## config.mk

```make
export PLATFORM = sky130hd
export DESIGN_NAME = svunit_check_collector
export DESIGN_NICKNAME = d
export VERILOG_FILES = /design/src/rtl/svunit_check_pkg.sv /design/src/rtl/svunit_check_fifo.sv /design/src/rtl/svunit_check_collector.sv
export SDC_FILE = /design/constraint.sdc
export NUM_CORES = 1
export LEC_CHECK = 0
export ABC_CLOCK_PERIOD_IN_PS = 8170
export CAP_MARGIN = 20
export CORE_MARGIN = 3
export CORE_UTILIZATION = 56
export CTS_CLUSTER_DIAMETER = 30
export DETAILED_ROUTE_END_ITERATION = 10
export MAX_ROUTING_LAYER = met4
export PLACE_DENSITY_LB_ADDON = 0.12
export SLEW_MARGIN = 20
export SYNTH_ARGS = -nofsm -noshare
export SYNTH_HDL_FRONTEND = slang
export SYNTH_SLANG_ARGS = --single-unit
export TNS_END_PERCENT = 20
```

## constraint.sdc

```tcl
create_clock -name clk -period 8.17 [get_ports clk]
set_input_delay 0.817 -clock clk [delete_from_list [all_inputs] [get_ports clk]]
set_output_delay 0.817 -clock clk [all_outputs]
set_load 0.1 [all_outputs]
```

## src/rtl/svunit_check_pkg.sv

```systemverilog
// svunit_check_pkg: shared types and helpers for the SVUnit check collector.
// Holds the collector FSM encoding, the verdict encoding, the failure record
// layout and a population-count helper used by the event counters.
package svunit_check_pkg;

  typedef enum logic [1:0] {
    IDLE   = 2'd0,
    RUN    = 2'd1,
    REPORT = 2'd2
  } collector_state_t;

  typedef enum logic [1:0] {
    NONE    = 2'd0,
    PASS    = 2'd1,
    FAIL    = 2'd2,
    TIMEOUT = 2'd3
  } check_status_t;

  // Record layout at the default configuration (4 channels, 8-bit IDs).
  // The collector packs the same {ch, id} order at its parameterised widths.
  localparam int REC_CH_W = 2;
  localparam int REC_ID_W = 8;

  typedef struct packed {
    logic [REC_CH_W-1:0] ch;
    logic [REC_ID_W-1:0] id;
  } fail_rec_t;

  // Widest event vector the popcount helper handles.
  localparam int POP_MAX_W = 32;

  function automatic logic [5:0] popcount(input logic [POP_MAX_W-1:0] vec);
    logic [5:0] cnt;
    cnt = 6'd0;
    for (int i = 0; i < POP_MAX_W; i++) begin
      cnt = cnt + {5'd0, vec[i]};
    end
    return cnt;
  endfunction

endpackage

```

## src/rtl/svunit_check_fifo.sv

```systemverilog
// svunit_check_fifo: synchronous fall-through FIFO for failure records.
// Head data is visible on dout_o whenever empty_o is low. A push presented
// while full is accepted only if a pop happens in the same cycle. clr_i
// flushes the contents and takes priority over push and pop.
module svunit_check_fifo #(
  parameter int WIDTH = 8,
  parameter int DEPTH = 8
) (
  input  logic             clk,
  input  logic             rst,
  input  logic             clr_i,
  input  logic             push_i,
  input  logic             pop_i,
  input  logic [WIDTH-1:0] din_i,
  output logic [WIDTH-1:0] dout_o,
  output logic             full_o,
  output logic             empty_o
);

  localparam int PTR_W = $clog2(DEPTH);
  localparam int CNT_W = PTR_W + 1;

  logic [WIDTH-1:0] mem_q [DEPTH];
  logic [PTR_W-1:0] wr_ptr_q, wr_ptr_d;
  logic [PTR_W-1:0] rd_ptr_q, rd_ptr_d;
  logic [CNT_W-1:0] count_q, count_d;
  logic             do_push_s;
  logic             do_pop_s;

  // Status flags, head data and the qualified push/pop strobes.
  always_comb begin
    full_o    = (count_q == CNT_W'(DEPTH));
    empty_o   = (count_q == {CNT_W{1'b0}});
    dout_o    = mem_q[rd_ptr_q];
    do_pop_s  = pop_i && !empty_o;
    do_push_s = push_i && (!full_o || do_pop_s);
  end

  // Pointer and occupancy update; pointers wrap naturally at DEPTH.
  always_comb begin
    if (clr_i) begin
      wr_ptr_d = {PTR_W{1'b0}};
      rd_ptr_d = {PTR_W{1'b0}};
      count_d  = {CNT_W{1'b0}};
    end else begin
      wr_ptr_d = do_push_s ? (wr_ptr_q + PTR_W'(1)) : wr_ptr_q;
      rd_ptr_d = do_pop_s ? (rd_ptr_q + PTR_W'(1)) : rd_ptr_q;
      case ({do_push_s, do_pop_s})
        2'b10:   count_d = count_q + CNT_W'(1);
        2'b01:   count_d = count_q - CNT_W'(1);
        default: count_d = count_q;
      endcase
    end
  end

  // Pointer/occupancy registers.
  always_ff @(posedge clk) begin
    if (rst) begin
      wr_ptr_q <= {PTR_W{1'b0}};
      rd_ptr_q <= {PTR_W{1'b0}};
      count_q  <= {CNT_W{1'b0}};
    end else begin
      wr_ptr_q <= wr_ptr_d;
      rd_ptr_q <= rd_ptr_d;
      count_q  <= count_d;
    end
  end

  // Storage array; cleared on reset so the head reads zero out of reset.
  always_ff @(posedge clk) begin
    if (rst) begin
      for (int i = 0; i < DEPTH; i++) begin
        mem_q[i] <= {WIDTH{1'b0}};
      end
    end else if (do_push_s && !clr_i) begin
      mem_q[wr_ptr_q] <= din_i;
    end
  end

endmodule

```

## src/rtl/svunit_check_collector.sv

```systemverilog
// svunit_check_collector: multi-channel pass/fail check collector.
// Counts accepted check events with saturating tallies, queues the
// lowest-index failing {channel, id} per cycle and registers a verdict
// when the test ends. Optional watchdog: define SVUNIT_CHECK_TIMEOUT_EN.
module svunit_check_collector
  import svunit_check_pkg::*;
#(
  parameter int NUM_CH      = 4,
  parameter int CNT_W       = 16,
  parameter int ID_W        = 8,
  parameter int FIFO_DEPTH  = 8,
  parameter int TIMEOUT_CYC = 1024
) (
  input  logic                             clk,
  input  logic                             rst,
  input  logic                             start_i,
  input  logic                             stop_i,
  input  logic [NUM_CH-1:0]                chk_valid_i,
  output logic [NUM_CH-1:0]                chk_ready_o,
  input  logic [NUM_CH-1:0]                chk_pass_i,
  input  logic [NUM_CH*ID_W-1:0]           chk_id_i,
  output logic [CNT_W-1:0]                 pass_cnt_o,
  output logic [CNT_W-1:0]                 fail_cnt_o,
  output logic                             fail_valid_o,
  input  logic                             fail_ready_i,
  output logic [ID_W+$clog2(NUM_CH)-1:0]   fail_rec_o,
  output logic                             fail_drop_o,
  output logic [1:0]                       state_o,
  output logic                             done_o,
  output logic [1:0]                       status_o
);

  localparam int CH_W  = $clog2(NUM_CH);
  localparam int IDX_W = (CH_W > 0) ? CH_W : 1;
  localparam int REC_W = ID_W + CH_W;
  // Sum width leaves headroom for a 6-bit popcount so saturation is exact.
  localparam int SUM_W = CNT_W + 7;
  localparam logic [SUM_W-1:0] CNT_MAX = {{7{1'b0}}, {CNT_W{1'b1}}};

  collector_state_t state_q, state_d;
  check_status_t    status_q, status_d;
  logic [CNT_W-1:0] pass_cnt_q, pass_cnt_d;
  logic [CNT_W-1:0] fail_cnt_q, fail_cnt_d;
  logic             fail_drop_q, fail_drop_d;

  logic              run_s, clear_s, enter_report_s, timeout_s;
  logic [NUM_CH-1:0] acc_vec_s, pass_vec_s, fail_vec_s;
  logic [5:0]        pass_inc_s, fail_inc_s;
  logic [SUM_W-1:0]  pass_sum_s, fail_sum_s;
  logic [IDX_W-1:0]  fail_idx_s;
  logic [ID_W-1:0]   fail_id_s;
  logic [REC_W-1:0]  push_rec_s;
  logic              push_s, pop_s, multi_fail_s, drop_s;
  logic              fifo_full_s, fifo_empty_s;

  // Next-state logic: stop (or watchdog expiry) ends RUN, start wins elsewhere.
  always_comb begin
    state_d = state_q;
    case (state_q)
      IDLE:    state_d = start_i ? RUN : IDLE;
      RUN:     state_d = (stop_i || timeout_s) ? REPORT : RUN;
      REPORT:  state_d = start_i ? RUN : REPORT;
      default: state_d = IDLE;
    endcase
  end

  // Transition strobes and per-channel event classification.
  always_comb begin
    run_s          = (state_q == RUN);
    clear_s        = (state_q != RUN) && (state_d == RUN);
    enter_report_s = run_s && (state_d == REPORT);
    acc_vec_s      = run_s ? chk_valid_i : {NUM_CH{1'b0}};
    pass_vec_s     = acc_vec_s & chk_pass_i;
    fail_vec_s     = acc_vec_s & ~chk_pass_i;
    pass_inc_s     = popcount(32'(pass_vec_s));
    fail_inc_s     = popcount(32'(fail_vec_s));
    pass_sum_s     = {{(SUM_W-CNT_W){1'b0}}, pass_cnt_q} + {{(SUM_W-6){1'b0}}, pass_inc_s};
    fail_sum_s     = {{(SUM_W-CNT_W){1'b0}}, fail_cnt_q} + {{(SUM_W-6){1'b0}}, fail_inc_s};
  end

  // Pick the lowest-index failing channel; scanning downward lets it win.
  always_comb begin
    fail_idx_s = {IDX_W{1'b0}};
    fail_id_s  = {ID_W{1'b0}};
    for (int i = NUM_CH - 1; i >= 0; i--) begin
      if (fail_vec_s[i]) begin
        fail_idx_s = IDX_W'(i);
        fail_id_s  = chk_id_i[i*ID_W +: ID_W];
      end else begin
        fail_idx_s = fail_idx_s;
        fail_id_s  = fail_id_s;
      end
    end
  end

  if (CH_W > 0) begin : g_rec_ch
    assign push_rec_s = {fail_idx_s, fail_id_s};
  end else begin : g_rec_noch
    assign push_rec_s = fail_id_s;
  end

  // FIFO handshake and drop detection (extra failures or push into a full FIFO).
  always_comb begin
    push_s       = |fail_vec_s;
    pop_s        = fail_ready_i && !fifo_empty_s;
    multi_fail_s = |(fail_vec_s & (fail_vec_s - NUM_CH'(1)));
    drop_s       = multi_fail_s || (push_s && fifo_full_s && !pop_s);
  end

  // Saturating tallies and the sticky drop flag.
  always_comb begin
    if (clear_s) begin
      pass_cnt_d  = {CNT_W{1'b0}};
      fail_cnt_d  = {CNT_W{1'b0}};
      fail_drop_d = 1'b0;
    end else if (run_s) begin
      pass_cnt_d  = (pass_sum_s > CNT_MAX) ? {CNT_W{1'b1}} : pass_sum_s[CNT_W-1:0];
      fail_cnt_d  = (fail_sum_s > CNT_MAX) ? {CNT_W{1'b1}} : fail_sum_s[CNT_W-1:0];
      fail_drop_d = fail_drop_q | drop_s;
    end else begin
      pass_cnt_d  = pass_cnt_q;
      fail_cnt_d  = fail_cnt_q;
      fail_drop_d = fail_drop_q;
    end
  end

  // Verdict captured on REPORT entry, including events of the final RUN cycle.
  always_comb begin
    if (clear_s) begin
      status_d = NONE;
    end else if (enter_report_s) begin
      if (timeout_s) begin
        status_d = TIMEOUT;
      end else if ((fail_cnt_d != {CNT_W{1'b0}}) || fail_drop_d) begin
        status_d = FAIL;
      end else begin
        status_d = PASS;
      end
    end else begin
      status_d = status_q;
    end
  end

`ifdef SVUNIT_CHECK_TIMEOUT_EN
  localparam int WD_W = $clog2(TIMEOUT_CYC + 1);
  localparam logic [WD_W-1:0] WD_LAST = WD_W'(TIMEOUT_CYC - 1);

  logic [WD_W-1:0] wdog_q, wdog_d;
  logic            any_acc_s;

  // Idle-cycle watchdog: expiry is the cycle whose increment reaches TIMEOUT_CYC.
  always_comb begin
    any_acc_s = |acc_vec_s;
    timeout_s = run_s && !any_acc_s && (wdog_q == WD_LAST);
    if (clear_s) begin
      wdog_d = {WD_W{1'b0}};
    end else if (run_s) begin
      wdog_d = any_acc_s ? {WD_W{1'b0}} : (wdog_q + WD_W'(1));
    end else begin
      wdog_d = wdog_q;
    end
  end

  // Watchdog register.
  always_ff @(posedge clk) begin
    if (rst) begin
      wdog_q <= {WD_W{1'b0}};
    end else begin
      wdog_q <= wdog_d;
    end
  end
`else
  assign timeout_s = 1'b0;
`endif

  // Collector state, counters, drop flag and verdict registers.
  always_ff @(posedge clk) begin
    if (rst) begin
      state_q     <= IDLE;
      status_q    <= NONE;
      pass_cnt_q  <= {CNT_W{1'b0}};
      fail_cnt_q  <= {CNT_W{1'b0}};
      fail_drop_q <= 1'b0;
    end else begin
      state_q     <= state_d;
      status_q    <= status_d;
      pass_cnt_q  <= pass_cnt_d;
      fail_cnt_q  <= fail_cnt_d;
      fail_drop_q <= fail_drop_d;
    end
  end

  svunit_check_fifo #(
    .WIDTH (REC_W),
    .DEPTH (FIFO_DEPTH)
  ) u_fail_fifo (
    .clk     (clk),
    .rst     (rst),
    .clr_i   (clear_s),
    .push_i  (push_s),
    .pop_i   (pop_s),
    .din_i   (push_rec_s),
    .dout_o  (fail_rec_o),
    .full_o  (fifo_full_s),
    .empty_o (fifo_empty_s)
  );

  // Output decode; everything is driven from registered state.
  always_comb begin
    chk_ready_o  = run_s ? {NUM_CH{1'b1}} : {NUM_CH{1'b0}};
    done_o       = (state_q == REPORT);
    state_o      = state_q;
    status_o     = status_q;
    pass_cnt_o   = pass_cnt_q;
    fail_cnt_o   = fail_cnt_q;
    fail_drop_o  = fail_drop_q;
    fail_valid_o = !fifo_empty_s;
  end

endmodule
```

# Yosys cells after proc, flatten, opt, wreduce, memory -nomap -nowiden
# Memories as Yosys holds them, arrays and structs flattened. A register that Yosys moved wholly into a read port is not among the register bits.
# Index checks and enable logic that the tools add are counted.
# word_totals
register_bits	47
input_bits	45
romBits	0
memories	1
out_inout_bits	53
word_cells	92
ramBits	80
latch_bits	0
# memory_table
memory	words	word_bits	read_ports	rd_ports_with_merged_regs	wr	line_no	text
u_fail_fifo.mem_q	8	10	1	1	8	svunit_check_fifo.sv:23	logic [WIDTH-1:0] mem_q [DEPTH];
# classes
addsub	13
n_shift	0
multipliers	0
n_div	0
bitwise	5
order_cmp	2
n_eq_ne	8
reduce_logical	23
n_mux	32
# ops
operator	count
two-way mux 16 bit	4
adder 16 x 4 -> 17 bit	2
> comparator 17 x 16 -> 1 bit, second input constant	2
two-way mux 8 bit	4
nonzero test 16 bit	1
two-way mux 2 bit	7
bitwise AND 4 bit	3
two-way mux 10 bit	1
OR reduction 10 bit	1
two-way mux 1 bit	9
two-way mux 3 bit	3
adder 3 x 1 -> 4 bit	2
logical AND 1 bit	8
two-way mux 4 bit	2
one-hot mux 4 bit (2 select lines)	1
OR reduction 4 bit	2
subtractor 4 x 1 -> 4 bit, second input constant	2
adder 2 x 1 -> 3 bit	2
adder 3 x 1 -> 3 bit, second input constant	2
== test 2 x 1 -> 1 bit, second input constant	3
== test 2 bit, second input constant	3
one-hot mux 2 bit (3 select lines)	1
adder 1 x 1 -> 2 bit	2
adder 4 x 1 -> 4 bit, second input constant	1
10 further kinds	15

# Longest topological paths before layout
# Gate-level depths: netlist (run 1).
# logic_depth
word_depth	14
depth_mapped	17
depth_no_buf	15

# Modules after synthesis
# A second synthesis (run 1) with hierarchy kept.
# hier_totals
cells_unflattened	658
area_unflattened_um2	6842.8
# by_module_without_submodules
mod	seq_area_each_um2	cells_per_inst	instances	area_each_um2
svunit_check_fifo	2662.6	326	1	4296.6
svunit_check_collector	740.7	332	1	2546.2

# Worst setup path after synthesis (run 1)
# Ideal clock, no wire load.
# synth_path
kind	reg2reg
from	register state_q[0] (netlist: state_o[0])
to	register status_q[1] (netlist: status_o[1])
synth_period_minus_slack_ns	4.759
required_ns	8.042
setup_ns	0.128
path_buffers	3
arrival_time_ns	4.630
path_slack_ns	3.411
stages_incl_launch_ff	18
path_cell_list	dfxtp_1 -> buf_2 -> and4bb_2 -> clkbuf_1 -> clkbuf_1 -> xor2_1 -> ha_1 -> inv_1 -> fa_1 -> inv_1 -> fa_1 -> nand4b_2 -> or4_1 -> mux2i_1 -> nor2_1 -> nor4b_1 -> nand4_1 -> nor3b_2
# synth_via
elab_chain_len	14
word_cells_on_any_way	33
cone_classes	add/sub (5); order compare (1); eq/ne (5); mux (8); bitwise (3); reduce/logical (11)
# synth_lines
item	line_no	text
from (decl)	svunit_check_collector.sv:40	collector_state_t state_q, state_d;
from (signal assigned)	svunit_check_collector.sv:185	state_q <= state_d;
== test 2 x 1 -> 1 bit	svunit_check_collector.sv:59, svunit_check_collector.sv:69	
two-way mux 4 bit	svunit_check_collector.sv:72	acc_vec_s = run_s ? chk_valid_i : {NUM_CH{1'b0}};
bitwise AND 4 bit	svunit_check_collector.sv:74	fail_vec_s = acc_vec_s & ~chk_pass_i;
adder 1 x 1 -> 2 bit	svunit_check_pkg.sv:36	cnt = cnt + {5'd0, vec[i]};
adder 2 x 1 -> 3 bit	svunit_check_pkg.sv:36	
adder 3 x 1 -> 4 bit	svunit_check_pkg.sv:36	
adder 16 x 4 -> 17 bit	svunit_check_collector.sv:78	fail_sum_s = {{(SUM_W-CNT_W){1'b0}}, fail_cnt_q} + {{(SUM_W-6){1'b0}}, fail_inc_s};
> comparator 17 x 16 -> 1 bit	svunit_check_collector.sv:118	fail_cnt_d = (fail_sum_s > CNT_MAX) ? {CNT_W{1'b1}} : fail_sum_s[CNT_W-1:0];
two-way mux 16 bit	svunit_check_collector.sv:118	
two-way mux 16 bit	svunit_check_collector.sv:116	end else if (run_s) begin
two-way mux 16 bit	svunit_check_collector.sv:112	if (clear_s) begin
nonzero test 16 bit	svunit_check_collector.sv:134	end else if ((fail_cnt_d != {CNT_W{1'b0}}) || fail_drop_d) begin
logical OR 1 bit	svunit_check_collector.sv:134	
two-way mux 2 bit	svunit_check_collector.sv:134	
to (signal assigned)	svunit_check_collector.sv:186	status_q <= status_d;
to (decl)	svunit_check_collector.sv:41	check_status_t status_q, status_d;
# Parallel ways exist; a longest one is shown, timed or not.
# A chain may end at the register's enable or synchronous reset.

# Worst setup path after layout (run 1)
# Ends and elaborated chain as after synthesis.

==> flow_summary.ini, run 1 <==
[logic_synthesis]
syn_area_um2 = 6476
synth_area_leader_cell = edfxtp_1
synth_area_per_cell_um2 = 10.76
yosys-top-cells-area = edfxtp_1 37%, dfxtp_1 15%, nor2_1 7.7%
syn_inst = 602
synth_ff_type = edfxtp_1
synth_nets = 660
synth_common_cells = 132 x nor2_1, 80 x edfxtp_1, 50 x dfxtp_1
post-synth-top-count-cell = nor2_1
seq_area_frac_synth_pct = 52.55
yosysTopAreaCellShare_pct = 37.09
yosys_register_bits = 130
ys_warn_count = 0
synth_cell_types = 63
synthArstFlopShare_pct = 0
synth_edf_count = 80

[detailed_routing]
top_layer = met4
vias_per_cell = 6.179
final_antenna_net_count = 0
wl_um = 16910
drt-met1-wl_um = 6806
drtIter0Drc = 470
drt-pass1-iter-count = 5
drc = 0
met3_length_um = 1381
num_vias = 5184
wl_per_cell_um = 20.15
met2_length_um = 8234

[sta]
fin_skew_ps = 8.656
final.setup.tns_ps = 0
drv_slew = 0
slew_headroom_pct = 31.29
fin_crit_sh_pct = 59.48
worst_pin_slew_ps = 1027
hold_viol = 0
period_needed_ps = 4859
finalSetupViolations = 0
rsz0062_at_grt = false
clock.fmax_mhz = 205.8

[place]
hpwl_um = 11330
numPortBuffers = 97
finalWeightedCongestion = 0.9359

[die]
rows = 38
die_y_um = 113.5
die_x_um = 113.5
die-area_um2 = 12890
core_um2 = 11080
ios = 98
initial_utilization_pct = 58.46

[critical_path]
slowest_stage = inv_2
reg2regPathDepth = 15
crit_chain = nand2b_1, inv_2, and2_1, ha_1, inv_1, fa_1, inv_1, fa_1, nand4b_2, or4_1, mux2i_1, nor2_1, nor4b_1, nand4_1, nor3b_2
start_kind = flop
r2r_end = status_o[1]
crit_buf_inv = 3
critPathRequiredTime_ps = 8470
critPathArrivalTime_ps = 5150
end_kind = flop
path_delay_family = simple AND/OR/NAND/NOR gates
worst-r2r-setup-slack_ps = 3310
cp_max_fo = 31
startpoint = state_o[0]
slowest_delay_ps = 540
path_class = flop to flop
r2r-start = state_o[0]

[clocking]
cts-root-buf = clkbuf_16
insertion_delay_ps = 420
cts_resized = 0
hold_buffers = 0
cts_buffer_depth = 2
cts_htree_levels = 4
clk_pin_slew_ps = 60
cts_tree = built
cts_buffers = 17
numClockSinks = 130
cts_setup_buffers = 0

[final_layout]
n_antenna_cell = 0
drive_gt1_share_pct = 11.16
fillers = 769
seq_area_um2 = 3403
area_growth_pct = 24.81
layout.nets = 744
multi_input_area_um2 = 2841
post-route-util_pct = 72.96

[grt]
antenna_found_initial = 0
grtUsageTotal_pct = 28.46
grt_pass1_wl_um = 27420
grt_overflow = 0
first_global_vias = 5304
grt_max_degree = 32

[job]
cap_violations = 0

[worst_hold_path]
hold_depth = 2
hold_class = flop to flop
hp-start = u_fail_fifo.count_q[2]
hold_end = u_fail_fifo.count_q[2]

[pwr]
max-vdd-ir-drop_mv = 0.1138
p_per_area_nw_per_um2 = 214.7
power.leakage_nw = 2.784

[status]
status = finished, final reports clean
[cells in the final DEF (no fill, tap or decap), types with 3 or more instances in the layout]
cell type / instances
a211oi_1: 8
a21oi_1: 29
a221oi_1: 8
a311oi_1: 4
a31oi_1: 9
and2_1: 4
and3_1: 9
clkbuf_16: 17
clkdlybuf4s50_1: 97
clkinvlp_4: 3
dfxtp_1: 50
edfxtp_1: 80
fa_1: 6
ha_1: 7
inv_1: 15
inv_6: 5
inv_8: 4
mux2_2: 10
mux2i_1: 7
mux4_2: 20
nand2_1: 31
nand2b_1: 13
nand3_1: 17
nand4_1: 5
nor2_1: 132
nor2b_1: 12
nor3_1: 17
nor4_1: 7
o21a_1: 3
o21ai_0: 16
xnor2_1: 5
xor2_1: 5
[flip-flops by register name (all words and copies together) (netlist names), named ones only]
name,count
status_o,2
state_o,2
fail_cnt_o,16
pass_cnt_o,16
u_fail_fifo.rd_ptr_q,3
fail_drop_o,1
u_fail_fifo.count_q,4
u_fail_fifo.mem_q,80
u_fail_fifo.wr_ptr_q,3
[worst register-to-register path, stage by stage (launching register included)]
cell and delay [ps]:
dfxtp_1 510, nand2b_1 400, inv_2 550, and2_1 490, ha_1 210, inv_1 40
fa_1 390, inv_1 80, fa_1 280, nand4b_2 270, or4_1 540, mux2i_1 240
nor2_1 80, nor4b_1 300, nand4_1 170, nor3b_2 190
[through the flow]
| step | hold slack [ps] | cell area, µm² | instances | power, W | setup WS (ps) |
|---|---|---|---|---|---|
| floorplan | 454.6 | 6476 | 602 | 0.0008972 | 3411 |
| global placement | 468.4 | 7470 | 807 | 0.0009612 | 3334 |
| detailed placement | 478.2 | 7470 | 807 | 0.0009649 | 3238 |
| CTS | 495.1 | 8083 | 839 | 0.001742 | 3388 |
| global route | 508.4 | 8083 | 839 | 0.001787 | 2968 |
| finish | 495.0 | 8083 | 839 | 0.001735 | 3311 |
[how the worst max path moves through the flow]
stage | slack, ps | cells past startpoint | to
after floorplan | 3410 | 17 | status_o[1]
after global placement | 3330 | 15 | status_o[1]
after detailed placement | 3240 | 15 | status_o[1]
after CTS | 3390 | 15 | status_o[1]
after global routing | 2970 | 15 | status_o[1]
final | 3310 | 15 | status_o[1]
[where the power goes]
group | internal [W] | switching, W | leakage (nW) | total, W
combinational | 0.0000751 | 0.000154 | 1.27 | 0.000229
sequential | 0.000715 | 0.0000102 | 1.23 | 0.000725
clock | 0.000464 | 0.000317 | 0.292 | 0.000782
total | 0.00125 | 0.000481 | 2.78 | 0.00174
[per-layer routing]
| layer | up-vias | GRT usage (%) |
|---|---|---|
| li1 | 2376 | - |
| met1 | 2473 | 35.37 |
| met2 | 290 | 45.66 |
| met3 | 45 | 5.942 |
| met4 | 0 | 11.78 |
| met5 | - | - |
[final cells by class]
class                      instances  share of cell area, %
sequential                       130                  42.11
multi-input combinational        421                  35.15
timing repair buffer              99                  12.20
clock buffer                      17                  5.263
clock inverter                    15                  2.322
tap                              140                  2.167
inverter                          17                 0.7895
[cells by family after synthesis]
group | after synthesis | synth area share [%]
DFF | 130 | 52.55
muxes | 37 | 9.776
buffers and inverters | 51 | 3.574
and+or+nand+nor | 265 | 19.80
adders and majority gates | 13 | 3.207
xor gates and xnor gates | 10 | 1.352
AOI/OAI and AO/OA | 96 | 9.737
No activity file was read; power rests on OpenSTA's default activity.
==> run 2: changes to the inputs <==
--- a/config.mk
+++ b/config.mk
@@ -5,10 +5,10 @@
 export SDC_FILE = /design/constraint.sdc
 export NUM_CORES = 1
 export LEC_CHECK = 0
-export ABC_CLOCK_PERIOD_IN_PS = 8170
+export ABC_CLOCK_PERIOD_IN_PS = 4200
 export CAP_MARGIN = 20
 export CORE_MARGIN = 3
-export CORE_UTILIZATION = 56
+export CORE_UTILIZATION = 49
 export CTS_CLUSTER_DIAMETER = 30
 export DETAILED_ROUTE_END_ITERATION = 10
 export MAX_ROUTING_LAYER = met4
==> constraint.sdc (replaced) <==
create_clock -name clk -period 4.2 [get_ports clk]
set_input_delay 0.42 -clock clk [delete_from_list [all_inputs] [get_ports clk]]
set_output_delay 0.42 -clock clk [all_outputs]
set_load 0.1 [all_outputs]
==> flow_summary.ini, run 2 (synthesized netlist as in run 1, its figures left out) <==
[critical_path]
slowest_stage = clkdlybuf4s50_1
r2r-start = state_o[1]
end_kind = flop
startpoint = chk_pass_i[0]
start_kind = primary input
slowest_delay_ps = 470
crit_chain = clkdlybuf4s50_1, and4bb_2, xor2_1, ha_1, inv_1, fa_1, inv_1, fa_1, nand4b_2, buf_4, nor4_1, mux2i_1, a31oi_1, nor4_2, nand4_1, nor3b_2
cp_max_fo = 8
critPathRequiredTime_ps = 4490
path_class = primary input to flop
critPathArrivalTime_ps = 3950

[clocking]
numClockSinks = 130
cts_resized = 0
cts_buffer_depth = 2
cts_buffers = 17
cts_htree_levels = 4
cts_tree = built
clk_pin_slew_ps = 60
insertion_delay_ps = 420
cts-root-buf = clkbuf_16
hold_buffers = 0
cts_setup_buffers = 0

[sta]
slew_headroom_pct = 32.98
worst_pin_slew_ps = 1002
final.setup.tns_ps = 0
clock.fmax_mhz = 273.7
drv_slew = 0
whs_ps = 490.7
fin_skew_ps = 5.439
finalSetupViolations = 0
hold_viol = 0
rsz0062_at_grt = false
period_needed_ps = 3653
fin_crit_sh_pct = 86.98

[grt]
grt_max_degree = 24
grt_overflow = 0
grt_pass1_wl_um = 26580
antenna_found_initial = 0
grtUsageTotal_pct = 24.66
first_global_vias = 5111

[job]
cap_violations = 0

[final_layout]
final_common_cell = nor2_1
area_growth_pct = 26.02
most-common-layout-cells = 132 x nor2_1, 87 x clkdlybuf4s50_1, 80 x edfxtp_1
fillers = 1050
post-route-util_pct = 63.89
largest_reg_flops = 80
n_antenna_cell = 0
regMostFlops = u_fail_fifo.mem_q
layout.nets = 761
drive_gt1_share_pct = 14.66

[die]
die-area_um2 = 14630
rows = 41
initial_utilization_pct = 50.70
die_y_um = 121.0
die_x_um = 121.0
ios = 98
core_um2 = 12770

[worst_hold_path]
hold_class = flop to flop
hp-start = status_o[0]

[place]
finalWeightedCongestion = 0.8814
hpwl_um = 11880
numPortBuffers = 97

[detailed_routing]
final_antenna_net_count = 0
num_vias = 5178
wl_per_cell_um = 19.36
drc = 0
drt-pass1-iter-count = 5
wl_um = 17190
drtIter0Drc = 555
vias_per_cell = 5.831

[pwr]
p_per_area_nw_per_um2 = 395.0
max-vdd-ir-drop_mv = 0.2407
power.leakage_nw = 2.846

[status]
status = finished, final reports clean
-- run 2: cell count changes in the layout (fill, tap and decap cells not counted), sizes merged --
cell	delta
bufinv	-1
clkinv	+6
clkbuf	+1
clkdlybuf4s50	-10
inv	-7
clkinvlp	+1
buf	+27
-- run 2: critical path, delay by kind of cell --
| kind | cells | cell delay (ps) |
|---|---|---|
| xor gates and xnor gates | 1 | 150 |
| adders and majority gates | 3 | 970 |
| AOI/OAI and AO/OA | 1 | 140 |
| and+or+nand+nor | 6 | 1170 |
| muxes | 1 | 310 |
| buffers and inverters | 4 | 810 |
-- run 2: worst paths after layout --
kind / endpoint / slack, ps / cells past startpoint
hold reg to reg: status_o[0] / 490 / 2
setup / recovery: status_o[1] / 550 / 16
setup reg to reg: status_o[1] / 550 / 15
hold / removal: status_o[0] / 490 / 2
-- run 2: final cells by class --
| type | instances | area [µm²] | area share [%] |
|---|---|---|---|
| multi-input cells | 421 | 2841 | 34.82 |
| repair buffers | 116 | 1089 | 13.34 |
| clock buffers | 18 | 429.2 | 5.258 |
| well taps | 172 | 215.2 | 2.637 |
| clock inverters | 14 | 115.1 | 1.410 |
| flip-flops and latches | 130 | 3408 | 41.76 |
| inverters | 17 | 63.81 | 0.7818 |
-- run 2: per-stage QoR --
| stage | instance area [µm²] | setup slack [ps] | instances | power [W] |
|---|---|---|---|---|
| 2_1_floorplan | 6482 | 19.94 | 602 | 0.001745 |
| 3_3_place_gp | 7617 | 339.3 | 856 | 0.001876 |
| 3_5_place_dp | 7617 | 201.6 | 856 | 0.001884 |
| 4_1_cts | 8162 | 635.7 | 888 | 0.003238 |
| 5_1_grt | 8162 | 319.1 | 888 | 0.003322 |
| 6_report | 8162 | 546.9 | 888 | 0.003224 |
-- run 2: where the power goes --
group	internal (W)	leakage, nW	switching (W)	total, W
Clock	0.000808	0.260	0.000557	0.00137
Combinational	0.000148	1.36	0.000298	0.000447
Sequential	0.00139	1.23	0.0000211	0.00141
-- run 2: layer usage --
layer	wire length, µm	vias up	GRT usage (%)
li1	-	2412	-
met1	7116	2506	29.57
met2	8586	228	41.44
met3	1138	32	5.641
met4	348	0	8.074
met5	0	-	-
==> run 3: changes to the inputs <==
--- a/config.mk
+++ b/config.mk
@@ -8,7 +8,7 @@
 export ABC_CLOCK_PERIOD_IN_PS = 4200
 export CAP_MARGIN = 20
 export CORE_MARGIN = 3
-export CORE_UTILIZATION = 49
+export CORE_UTILIZATION = 39
 export CTS_CLUSTER_DIAMETER = 30
 export DETAILED_ROUTE_END_ITERATION = 10
 export MAX_ROUTING_LAYER = met4
==> flow_summary.ini, run 3 (synthesized netlist as in run 1, its figures left out) <==
[status]
status = finished, final reports clean

[grt]
antenna_found_initial = 0
first_global_vias = 5219
grtUsageTotal_pct = 20.79
grt_overflow = 0
grt_max_degree = 24
grt_pass1_wl_um = 27880

[sta]
drv_slew = 0
fin_crit_sh_pct = 86.64
rsz0062_at_grt = false
fin_skew_ps = 9.908
finalSetupViolations = 0
period_needed_ps = 3639
hold_viol = 0
final.setup.tns_ps = 0
slew_headroom_pct = 26.95
worst_pin_slew_ps = 1094
clock.fmax_mhz = 274.8

[clocking]
cts_htree_levels = 4
cts_buffers = 17
hold_buffers = 0
clk_pin_slew_ps = 50
cts-root-buf = clkbuf_16
numClockSinks = 130
cts_setup_buffers = 0
cts_buffer_depth = 2
insertion_delay_ps = 420
cts_tree = built
cts_resized = 0

[critical_path]
slowest_delay_ps = 460
path_class = flop to flop
reg2regPathDepth = 16
cp_max_fo = 16
startpoint = state_o[1]
r2r-start = state_o[1]
critPathRequiredTime_ps = 4470
worst-r2r-setup-slack_ps = 560
crit_chain = nand2b_1, inv_2, and2_1, ha_1, inv_1, fa_1, inv_1, fa_1, nand4_1, nor4_1, buf_4, o41ai_2, o22ai_1, nor4_2, nand4_1, nor3b_2
slowest_stage = fa_1
critPathArrivalTime_ps = 3910
r2r_end = status_o[1]
start_kind = flop
end_kind = flop

[detailed_routing]
drtIter0Drc = 470
num_vias = 5157
drt-pass1-iter-count = 5
vias_per_cell = 5.510
wl_um = 17790
drc = 0
final_antenna_net_count = 0
wl_per_cell_um = 19.01

[die]
rows = 46
initial_utilization_pct = 40.33
ios = 98
die-area_um2 = 18190
die_x_um = 134.9
core_um2 = 16060
die_y_um = 134.9

[final_layout]
regMostFlops = u_fail_fifo.mem_q
layout.nets = 765
largest_reg_flops = 80
area_growth_pct = 28.07
most-common-layout-cells = 132 x nor2_1, 87 x clkdlybuf4s50_1, 80 x edfxtp_1
final_common_cell = nor2_1
drive_gt1_share_pct = 15.14
n_antenna_cell = 0
post-route-util_pct = 51.65

[worst_hold_path]
hold_class = flop to flop
hold_end = status_o[0]
hp-start = status_o[0]
hold_depth = 2

[job]
cap_violations = 0

[place]
numPortBuffers = 97
hpwl_um = 12160
finalWeightedCongestion = 0.9060

[pwr]
power.leakage_nw = 2.886
p_per_area_nw_per_um2 = 403.1
max-vdd-ir-drop_mv = 0.2912
==> run 3: cell types whose count changed in the layout (fill, tap and decap cells not counted) <==
cell	previous run	this run
buf_4	29	33
clkinv_2	5	3
dfxtp_1	48	47
bufinv_16	1	3
dfxtp_2	1	2
clkinv_1	2	3
clkinvlp_4	4	3
==> run 3: power breakdown <==
group / leakage, nW / internal (W) / switching, W
logic: 1.38 / 0.000150 / 0.000291
registers: 1.23 / 0.00139 / 0.0000285
clock network: 0.282 / 0.000929 / 0.000555
==> run 3: how the worst max path moves through the flow <==
stage                  end  slack, ps
5_1_grt        status_o[1]        260
3_5_place_dp   status_o[1]        210
4_1_cts        status_o[1]        600
3_3_place_gp   status_o[1]        280
6_report       status_o[1]        560
2_1_floorplan  status_o[1]         20
==> run 3: cell type report <==
| cell class | count | area, µm² |
|---|---|---|
| fillers | 1447 | 7764 |
| well taps | 216 | 270.3 |
| multi-input cells | 421 | 2841 |
| inverters | 17 | 63.81 |
| repair buffers | 120 | 1119 |
| flip-flops and latches | 130 | 3410 |
| clock buffers | 18 | 429.2 |
| clock inverters | 14 | 161.4 |
==> run 3: critical path, delay by kind of cell, from the launching register on <==
| family | cells | cell delay, ps |
|---|---|---|
| AND/OR/NAND/NOR | 7 | 1260 |
| flip-flops | 1 | 350 |
| AO/OA/AOI/OAI | 2 | 480 |
| adder cells (fa/ha/maj) | 3 | 890 |
| buffers and inverters | 4 | 510 |
==> run 3: layer usage <==
metal	vias to the layer above	track usage (%)	part of all wire (%)	wire length [µm]
met2	205	34.32	50	8874
li1	2413	-	-	-
met1	2517	25.74	42	7482
met3	22	4.620	6.4	1141
met4	0	6.335	1.6	293
met5	-	-	0	0
==> run 3: per-stage QoR <==
stage	area [µm²]	power, W	setup slack [ps]	instances	hold slack, ps
2_1_floorplan	6482	0.001745	19.94	602	454.6
3_3_place_gp	7704	0.001882	276.0	904	461.1
3_5_place_dp	7704	0.001889	207.9	904	455.9
4_1_cts	8294	0.003369	601.2	936	469.6
5_1_grt	8294	0.003465	259.3	936	518.6
6_report	8294	0.003344	561.2	936	475.7
